## config.mk

```make
export PLATFORM = sky130hd
export DESIGN_NAME = frame_rx
export DESIGN_NICKNAME = d
export VERILOG_FILES = /design/src/rtl/frame_rx_pkg.sv /design/src/rtl/frame_rx_buf.sv /design/src/rtl/frame_rx.sv
export SDC_FILE = /design/constraint.sdc
export NUM_CORES = 1
export LEC_CHECK = 0
export BUFFER_PORTS_ARGS = -buffer_cell sky130_fd_sc_hd__clkbuf_2
export CORE_ASPECT_RATIO = 1.75
export CORE_MARGIN = 10
export CORE_UTILIZATION = 60
export CTS_BUF_LIST = sky130_fd_sc_hd__clkbuf_4
export CTS_CLUSTER_SIZE = 10
export DETAILED_ROUTE_END_ITERATION = 7
export HOLD_SLACK_MARGIN = 0.02
export PLACE_DENSITY = 0.88
export RECOVER_POWER = 25
export SYNTH_ARGS = -nofsm -noshare
export SYNTH_HDL_FRONTEND = slang
export SYNTH_SLANG_ARGS = --single-unit
```

## constraint.sdc

```tcl
create_clock -name clk -period 4.1 [get_ports clk]
set_input_delay 0.205 -clock clk [delete_from_list [all_inputs] [get_ports clk]]
set_output_delay 0.205 -clock clk [all_outputs]
set_load 0.01 [all_outputs]
```

## src/rtl/frame_rx_pkg.sv

```systemverilog
`default_nettype none
// +----------------------------------------------------------------------------+
// | Package    : frame_pkg                                                     |
// | Description: Shared types for the frame receiver: FSM state encoding,      |
// |              header length type and a checksum fold helper.                |
// | Revision   : 1.0  initial release                                          |
// +----------------------------------------------------------------------------+
package frame_pkg;

  // Header carries the payload length in its low byte.
  localparam int LEN_W = 8;
  typedef logic [LEN_W-1:0] length_t;

  // Widest word the checksum helper handles; callers cast down to their width.
  localparam int CSUM_MAX_W = 64;

  typedef enum logic [2:0] {
    S_HDR  = 3'd0,
    S_PAY  = 3'd1,
    S_CSUM = 3'd2,
    S_SEND = 3'd3,
    S_DROP = 3'd4
  } state_e;

  typedef state_e state_t;

  // One step of the running frame checksum: XOR-accumulate a word.
  function automatic logic [CSUM_MAX_W-1:0] frame_csum(
    input logic [CSUM_MAX_W-1:0] acc,
    input logic [CSUM_MAX_W-1:0] word
  );
    return acc ^ word;
  endfunction

endpackage
`default_nettype wire

```

## src/rtl/frame_rx_buf.sv

```systemverilog
`default_nettype none
// +----------------------------------------------------------------------------+
// | Module     : frame_rx_buf                                                  |
// | Description: DEPTH x DW register file holding one frame's payload.         |
// |              Single write port, registered read port (resets to zero).     |
// | Revision   : 1.0  initial release                                          |
// +----------------------------------------------------------------------------+
module frame_rx_buf
  import frame_pkg::*;
#(
  parameter int DW    = 16,
  parameter int DEPTH = 8,
  parameter int AW    = 3
) (
  input  logic          clk,
  input  logic          rst,
  input  logic          wr_en,
  input  logic [AW-1:0] wr_addr,
  input  logic [DW-1:0] wr_data,
  input  logic          rd_en,
  input  logic [AW-1:0] rd_addr,
  output logic [DW-1:0] rd_data
);

  logic [DW-1:0] mem [DEPTH];

  // Payload storage; contents deliberately survive reset.
  always_ff @(posedge clk) begin
    if (wr_en) begin
      mem[wr_addr] <= wr_data;
    end
  end

  // Read register doubles as the downstream data output, so it holds between reads.
  always_ff @(posedge clk or posedge rst) begin
    if (rst) begin
      rd_data <= '0;
    end else if (rd_en) begin
      rd_data <= mem[rd_addr];
    end
  end

endmodule
`default_nettype wire

```

## src/rtl/frame_rx.sv

```systemverilog
`default_nettype none
// +----------------------------------------------------------------------------+
// | Module     : frame_rx                                                      |
// | Description: Store-and-forward receiver for header/payload/checksum        |
// |              frames. Buffers the payload, verifies the XOR checksum and    |
// |              forwards good payload with a last marker; bad frames produce  |
// |              a single-cycle err pulse.                                     |
// |              Optional macro FRAME_RX_STATS_EN adds ok_cnt / err_cnt.       |
// | Revision   : 1.0  initial release                                          |
// +----------------------------------------------------------------------------+
module frame_rx
  import frame_pkg::*;
#(
  parameter int DW      = 16,
  parameter int MAX_LEN = 8
) (
  input  logic          clk,
  input  logic          rst,
  input  logic          in_valid,
  output logic          in_ready,
  input  logic [DW-1:0] in_data,
  output logic          out_valid,
  input  logic          out_ready,
  output logic [DW-1:0] out_data,
  output logic          out_last,
  output logic          err
`ifdef FRAME_RX_STATS_EN
  ,
  output logic [15:0]   ok_cnt,
  output logic [15:0]   err_cnt
`endif
);

  localparam int PW = $clog2(MAX_LEN);
  localparam logic [LEN_W:0] MAX_LEN_V = (LEN_W+1)'(MAX_LEN);

  state_t            state;
  length_t           len;
  logic [DW-1:0]     csum;
  logic [PW-1:0]     wptr;
  logic [PW-1:0]     rptr;
  logic [LEN_W:0]    skip;

  logic              in_fire;
  logic              out_fire;
  length_t           hdr_len;
  length_t           len_m1;
  length_t           wptr_ext;
  length_t           rptr_ext;
  length_t           rnext_ext;
  logic              csum_ok;
  logic              wr_en;
  logic              rd_en;
  logic [PW-1:0]     rd_addr;

  assign in_fire  = in_valid && in_ready;
  assign out_fire = out_valid && out_ready;
  assign hdr_len  = in_data[LEN_W-1:0];
  assign len_m1   = len - length_t'(1);
  assign csum_ok  = (in_data == csum);

  // Zero-extend pointers so every length comparison uses the full 8-bit N.
  always_comb begin
    wptr_ext           = '0;
    wptr_ext[PW-1:0]   = wptr;
    rptr_ext           = '0;
    rptr_ext[PW-1:0]   = rptr;
    rnext_ext          = rptr_ext + length_t'(1);
  end

  // Buffer port control: write during payload, prefetch word 0 on a good checksum
  // and the next word on each non-final output transfer.
  always_comb begin
    wr_en   = (state == S_PAY) && in_fire;
    rd_en   = 1'b0;
    rd_addr = '0;
    if ((state == S_CSUM) && in_fire && csum_ok) begin
      rd_en   = 1'b1;
      rd_addr = '0;
    end else if ((state == S_SEND) && out_fire && !out_last) begin
      rd_en   = 1'b1;
      rd_addr = rptr + PW'(1);
    end
  end

  frame_rx_buf #(
    .DW    (DW),
    .DEPTH (MAX_LEN),
    .AW    (PW)
  ) u_buf (
    .clk     (clk),
    .rst     (rst),
    .wr_en   (wr_en),
    .wr_addr (wptr),
    .wr_data (in_data),
    .rd_en   (rd_en),
    .rd_addr (rd_addr),
    .rd_data (out_data)
  );

  // Frame FSM with registered handshake, last and error outputs.
  always_ff @(posedge clk or posedge rst) begin
    if (rst) begin
      state     <= S_HDR;
      in_ready  <= 1'b0;
      out_valid <= 1'b0;
      out_last  <= 1'b0;
      err       <= 1'b0;
      len       <= '0;
      csum      <= '0;
      wptr      <= '0;
      rptr      <= '0;
      skip      <= '0;
    end else begin
      err <= 1'b0;
      case (state)
        S_HDR: begin
          in_ready <= 1'b1;
          if (in_fire) begin
            len  <= hdr_len;
            csum <= in_data;
            wptr <= '0;
            if (hdr_len == length_t'(0)) begin
              err <= 1'b1;
            end else if ({1'b0, hdr_len} > MAX_LEN_V) begin
              err   <= 1'b1;
              skip  <= {1'b0, hdr_len} + (LEN_W+1)'(1);
              state <= S_DROP;
            end else begin
              state <= S_PAY;
            end
          end
        end
        S_PAY: begin
          if (in_fire) begin
            wptr <= wptr + PW'(1);
            csum <= csum ^ in_data;
            if (wptr_ext == len_m1) begin
              state <= S_CSUM;
            end
          end
        end
        S_CSUM: begin
          if (in_fire) begin
            if (csum_ok) begin
              state     <= S_SEND;
              in_ready  <= 1'b0;
              out_valid <= 1'b1;
              rptr      <= '0;
              out_last  <= (len == length_t'(1));
            end else begin
              err   <= 1'b1;
              state <= S_HDR;
            end
          end
        end
        S_SEND: begin
          if (out_fire) begin
            if (out_last) begin
              out_valid <= 1'b0;
              out_last  <= 1'b0;
              in_ready  <= 1'b1;
              state     <= S_HDR;
            end else begin
              rptr     <= rptr + PW'(1);
              out_last <= (rnext_ext == len_m1);
            end
          end
        end
        S_DROP: begin
          if (in_fire) begin
            skip <= skip - (LEN_W+1)'(1);
            if (skip == (LEN_W+1)'(1)) begin
              state <= S_HDR;
            end
          end
        end
        default: begin
          state <= S_HDR;
        end
      endcase
    end
  end

`ifdef FRAME_RX_STATS_EN
  // Saturating counters of delivered frames and rejected frames.
  always_ff @(posedge clk or posedge rst) begin
    if (rst) begin
      ok_cnt  <= '0;
      err_cnt <= '0;
    end else begin
      if (out_fire && out_last && (ok_cnt != 16'hFFFF)) begin
        ok_cnt <= ok_cnt + 16'd1;
      end
      if (err && (err_cnt != 16'hFFFF)) begin
        err_cnt <= err_cnt + 16'd1;
      end
    end
  end
`endif

endmodule
`default_nettype wire

```

==> metrics.cfg, run 1 <==
[outcome]
status = completed

[yosys]
syn_nets = 725
synthTopCellsByCount = edfxtp_1 (128), dfrtp_1 (62), nand2_1 (62)
synth_area_mm2 = 0.00873
ys_seq_elements = 190
ys.flop_type = edfxtp_1
avgSynthCellArea_um2 = 12.5
yosysMostFrequentCell = edfxtp_1
synth_xor_area_frac = 0.0330
synthCells = 697
synth_edf_count = 128
synth-simple-area-share = 0.114
synthArstFlopShare = 0.326
synth_fa_ha_area_frac = 0.0115
synth_top_family_by_area = compound AO/OA/AOI/OAI gates
yosysWarnings = 0
synth_cell_types = 65
synth_area_leaders = edfxtp_1 (44%), dfrtp_1 (18%), nand2_1 (2.7%)
synth_top_area_share = 0.440
synth_top_cell_by_area = edfxtp_1
synth.area.mux_share = 0.0424
synth_compound_area_frac = 0.136
synth_seq_area_share = 0.618

[setup_path]
path_max_fanout = 19
end_kind = flip-flop
rr_startpoint = state[0]
cp.required_ns = 4.39
ff2ff_path_depth = 6
crit_type = flip-flop to flip-flop
start_kind = flip-flop
r2r-end = u_buf.mem[1][14]
r2r_slack_ns = 1.20
cp.arrival_ns = 3.18

[layout]
syn2layout_area_growth_pct = 7.82
postLayoutCellArea_mm2 = 0.00942
final_nets = 761
final-instance-count-excl-fill = 927
fin_util = 0.659
final_layout_size_suffix_gt1_frac = 0.149

[timing]
setup_violations = 0
relSlewSlack = 0.228
tightest_slew_ns = 1.16
rsz0062_at_grt = false
period_share = 0.707
hold_slack_ns = 0.145
hold_viol = 0
fin_crit_ns = 2.90
finalSetupTns_ns = 0
setup_ws_ns = 1.20
fmax_mhz = 345
finalClockSkew_ns = 0.0250
slew_violations = 0

[placed_design]
placed_area_mm2 = 0.00906
gp_congestion = 0.850
io_buffers = 39
place_inst = 885
dpl.hpwl_um = 13700
pre_cts_slack_ns = 1.23

[global_route]
grt_pass1_vias = 6194
grt_pass1_wl_um = 31900
grt_max_degree = 57
grt-ovfl-total = 0
grtUsageTotal = 0.197
antenna_found_initial = 1

[routing]
num_vias = 6055
wirelength_um = 20300
drtPass1Iterations = 6
drt_iter0_drc = 464
ant_nets = 0
routed_via_density = 6.53
route.detailed.wl_per_inst_um = 21.9
drc_errors = 0

[worst_hold_path]
hold_depth = 1
whs_endpoint = u_buf.mem[2][14]
hp-class = primary input to flip-flop
hp-start = in_data[14]

[power_and_ir_drop]
power_mw = 4.60
vdd_ir_drop_max_mv = 0.206
p_sw_mw = 1.54
pwr-share-clk = 0.215
seqPwrFrac = 0.557
power.density_mw_per_mm2 = 489
p_leak_nw = 3.37
combPwrFrac = 0.228
switching_share = 0.335
internal-power_mw = 3.06

[floorplan]
die_x_um = 111
die_area_mm2 = 0.0200
io-pin-count = 40
start_util = 0.611
coreArea_mm2 = 0.0143
die_h_um = 180
std_cell_rows = 58

[clock_network]
cts_setup_buffers = 0
clk_path_buf_depth = 2
cts_root_buf = clkbuf_4
clkSinkCount = 190
cts_tree = built
clkSlewWorstSetupHoldPaths_ns = 0.15
cts-hold-fix-buffers = 9
htreeDepth = 4
insertion_delay_ns = 0.58
cts.repair.resized = 0
cts_buffers = 17

[flow_run]
cap_viol_max_count = 0

==> logic make-up after synthesis <==
kind of cell    count (synthesis)
mux                            35
compound gates                155
fa+ha+maj                       8
buf+inv                        81
simple gates                  196
flops                         190
xor+xnor                       32
==> critical path: stages, from the launching register on <==
cell	delay (ns)
dfrtp_1	0.70
nor3b_1	0.43
nor2b_1	0.18
buf_4	0.25
nand2_1	0.16
nor3_2	0.57
buf_4	0.31
==> layer usage <==
metal | vias up | track usage | wire, um
met5 | - | 0 | 0
met4 | 0 | 0.0960 | 718
met3 | 56 | 0.0377 | 1370
met2 | 320 | 0.351 | 10900
met1 | 2950 | 0.219 | 7310
li1 | 2729 | - | -
==> area by class of cell <==
class	instances	area, um^2
fillers	999	4880
repair buffers	68	422
multi-input cells	426	2980
flip-flops and latches	190	5400
clock buffers	17	128
clock inverters	15	153
inverters	30	113
well taps	180	225
diodes	1	2.50
==> power groups by stage <==
stage               Sequential (mW)  Combinational [mW]  Clock (mW)
floorplan                      2.50               0.845           0
global placement               2.57               0.959           0
detailed placement             2.60                1.03           0
CTS                            2.55                1.04        1.00
global route                   2.59                1.16        1.07
finish                         2.56                1.05       0.987
==> how the worst max path moves through the flow <==
stage	start	end	slack, ns	depth (start not counted)
2_1_floorplan	state[1]	u_buf.mem[0][0]	1.01	4
3_3_place_gp	state[0]	u_buf.mem[1][0]	1.38	6
3_5_place_dp	state[0]	u_buf.mem[1][4]	1.23	6
4_1_cts	state[0]	u_buf.mem[1][14]	1.23	6
5_1_grt	state[0]	u_buf.mem[1][14]	0.98	6
6_report	state[0]	u_buf.mem[1][14]	1.20	6
==> cells in the final DEF (no fill, tap or decap), types with 4 or more instances in the layout <==
master	count
edfxtp_1	128
nand2_1	62
dfrtp_1	62
nor2_1	31
inv_1	30
a21oi_1	28
clkbuf_2	28
nand3_1	27
xnor2_1	26
nor2b_1	21
buf_4	20
mux2i_1	19
o221ai_1	17
o22a_1	17
a32oi_1	17
clkbuf_4	17
mux2_2	16
o2111ai_1	16
o21ai_0	15
a311oi_1	15
clkbuf_1	11
nor3_1	10
nand4_1	9
dlygate4sd3_1	9
ha_1	8
xor2_1	5
inv_6	5
nand2b_1	4
nor3b_1	4
nor3_2	4
==> flip-flops by register name (all words and copies together), names as in the netlist, 3 cells and up <==
signal and flops:
state 3, skip 9, csum 16, len 8, wptr 3, u_buf.rd_data 16, u_buf.mem 128, rptr 3
Note: power is estimated with default switching activity, not from simulation.
==> inputs of run 2 (changes only) <==
==> constraint.sdc (replaced) <==
create_clock -name clk -period 3 [get_ports clk]
set_input_delay 0.15 -clock clk [delete_from_list [all_inputs] [get_ports clk]]
set_output_delay 0.15 -clock clk [all_outputs]
set_load 0.01 [all_outputs]
==> metrics.cfg, run 2 (same netlist as run 1, synthesis figures left out) <==
[global_route]
grt_max_degree = 57  ; unchanged
grt_pass1_wl_um = 33200  ; +4.0%
grt_pass1_vias = 6226  ; +0.52%
antenna_found_initial = 2  ; +1
grtUsageTotal = 0.206  ; +0.00869
grt-ovfl-total = 0  ; unchanged

[placed_design]
gp_congestion = 0.956  ; +13%
pre_cts_slack_ns = 0.420  ; -0.810 ns
place_inst = 895  ; +1.1%
placed_area_mm2 = 0.00913  ; +0.86%
dpl.hpwl_um = 14400  ; +5.7%
io_buffers = 39  ; unchanged

[power_and_ir_drop]
vdd_ir_drop_max_mv = 0.387  ; +88%
p_leak_nw = 3.39  ; +0.57%
power.density_mw_per_mm2 = 662  ; +35%
power_mw = 6.26  ; +36%

[setup_path]
r2r-end = csum[11]
crit_path_top_delay_cell = dfrtp_1
critPathBufInv = 0  ; -2
crit_cells = 5  ; -1
ff2ff_path_depth = 5  ; -1
crit_family = simple AND/OR/NAND/NOR gates
end_kind = flip-flop
cpPeakStageDelay_ns = 0.74  ; +0.04 ns
r2r_slack_ns = 0.28  ; -0.93 ns
path_max_fanout = 19  ; unchanged
start_kind = flip-flop
cp.arrival_ns = 3.21  ; +0.03 ns
path_cells = nor3b_1, nand3_1, nand2_1, a21oi_1, a311oi_1
crit_type = flip-flop to flip-flop
critPathLaunch = state[0]
rr_startpoint = state[0]
critPathCapture = csum[11]
cp.required_ns = 3.49  ; -0.90 ns

[layout]
multiInputGateArea_mm2 = 0.00298  ; about the same
largest-register = u_buf.mem
postLayoutCellArea_mm2 = 0.00947  ; +0.54%
syn2layout_area_growth_pct = 8.41
largest_reg_flops = 128  ; unchanged
final_nets = 773  ; +1.6%
top_regs = u_buf.mem x128, csum x16, u_buf.rd_data x16
fin_util = 0.662  ; +0.00359
final_layout_size_suffix_gt1_frac = 0.145  ; -0.00367
final-instance-count-excl-fill = 939  ; +1.3%
layout_common_cells = edfxtp_1 (128), nand2_1 (62), dfrtp_1 (62), nor2_1 (31), inv_1 (29)
seq_area_mm2 = 0.00540  ; unchanged
final_common_cell = edfxtp_1
fillCellCount = 994  ; -0.50%

[timing]
finalSetupTns_ns = 0  ; unchanged
setup_ws_ns = 0.275  ; -0.927 ns
setup_violations = 0  ; unchanged
fmax_mhz = 367  ; +6.3%
slew_violations = 0  ; unchanged
fin_crit_ns = 2.72  ; -0.173 ns
finalClockSkew_ns = 0.0211  ; -0.00395 ns
period_share = 0.908  ; +0.202
relSlewSlack = 0.240  ; +0.0122
rsz0062_at_grt = false
tightest_slew_ns = 1.14  ; -0.0200 ns
hold_slack_ns = 0.152  ; +0.00706 ns
hold_viol = 0  ; unchanged

[routing]
route.detailed.wl_per_inst_um = 22.2  ; +1.5%
num_vias = 6144  ; +1.5%
routed_via_density = 6.54  ; +0.17%
wirelength_um = 20800  ; +2.8%
drt_iter0_drc = 538  ; +16%
ant_nets = 0  ; unchanged
drtPass1Iterations = 5  ; -1
drc_errors = 0  ; unchanged

[floorplan]
io-pin-count = 40  ; unchanged
die_x_um = 111  ; unchanged
die_h_um = 180  ; unchanged
std_cell_rows = 58  ; unchanged
die_area_mm2 = 0.0200  ; unchanged
coreArea_mm2 = 0.0143  ; unchanged
start_util = 0.611  ; unchanged

[outcome]
status = completed

[clock_network]
clkSlewWorstSetupHoldPaths_ns = 0.16  ; about the same
cts_buffers = 17  ; unchanged
htreeDepth = 4  ; unchanged
cts.repair.resized = 0  ; unchanged
cts_root_buf = clkbuf_4
clk_path_buf_depth = 2  ; unchanged
cts_tree = built
insertion_delay_ns = 0.59  ; about the same
clkSinkCount = 190  ; unchanged

[flow_run]
cap_viol_max_count = 0  ; unchanged

[worst_hold_path]
hp-class = primary input to flip-flop

==> run 2: layout make-up <==
cell class / count / area share
flip-flops and latches: 190 / 0.570
multi-input cells: 426 / 0.315
clock inverters: 15 / 0.0139
clock buffers: 17 / 0.0135
well taps: 180 / 0.0238
repair buffers: 80 / 0.0519
diodes: 1 / 0.000264
inverters: 30 / 0.0119
==> run 2: worst min-delay path, cell delays in order <==
cell and delay [ns]:
clkbuf_2 0.13, nand2_1 0.24, nor3_1 0.07, o311a_1 0.13
==> run 2: worst min-delay path by stage <==
stage	end	startpoint	cells past startpoint	slack [ns]
after floorplan	u_buf.mem[0][0]	in_data[0]	0	0.25
after global placement	csum[8]	rst	2	0.47
after detailed placement	csum[10]	rst	2	0.49
after CTS	len[3]	in_data[3]	4	0.02
after global routing	err	in_valid	4	0.16
final	err	in_valid	4	0.15
==> run 2: per-layer routing <==
metal	part of all wire	vias up	GRT usage
li1	-	2747	-
met5	0.00096	-	0
met1	0.35	3026	0.228
met4	0.043	2	0.0940
met3	0.067	71	0.0443
met2	0.53	298	0.367
==> run 2: report_power, final <==
part,internal (mW),switching [mW]
registers,3.15,0.359
logic,0.613,0.840
clock network,0.360,0.944
total,4.12,2.14
==> run 2: repair_timing <==
item | 4_1_cts | 5_1_grt
hold endpoints to repair | 128 | 0
buffers inserted | 0 | 0
hold buffers | 11 | 0
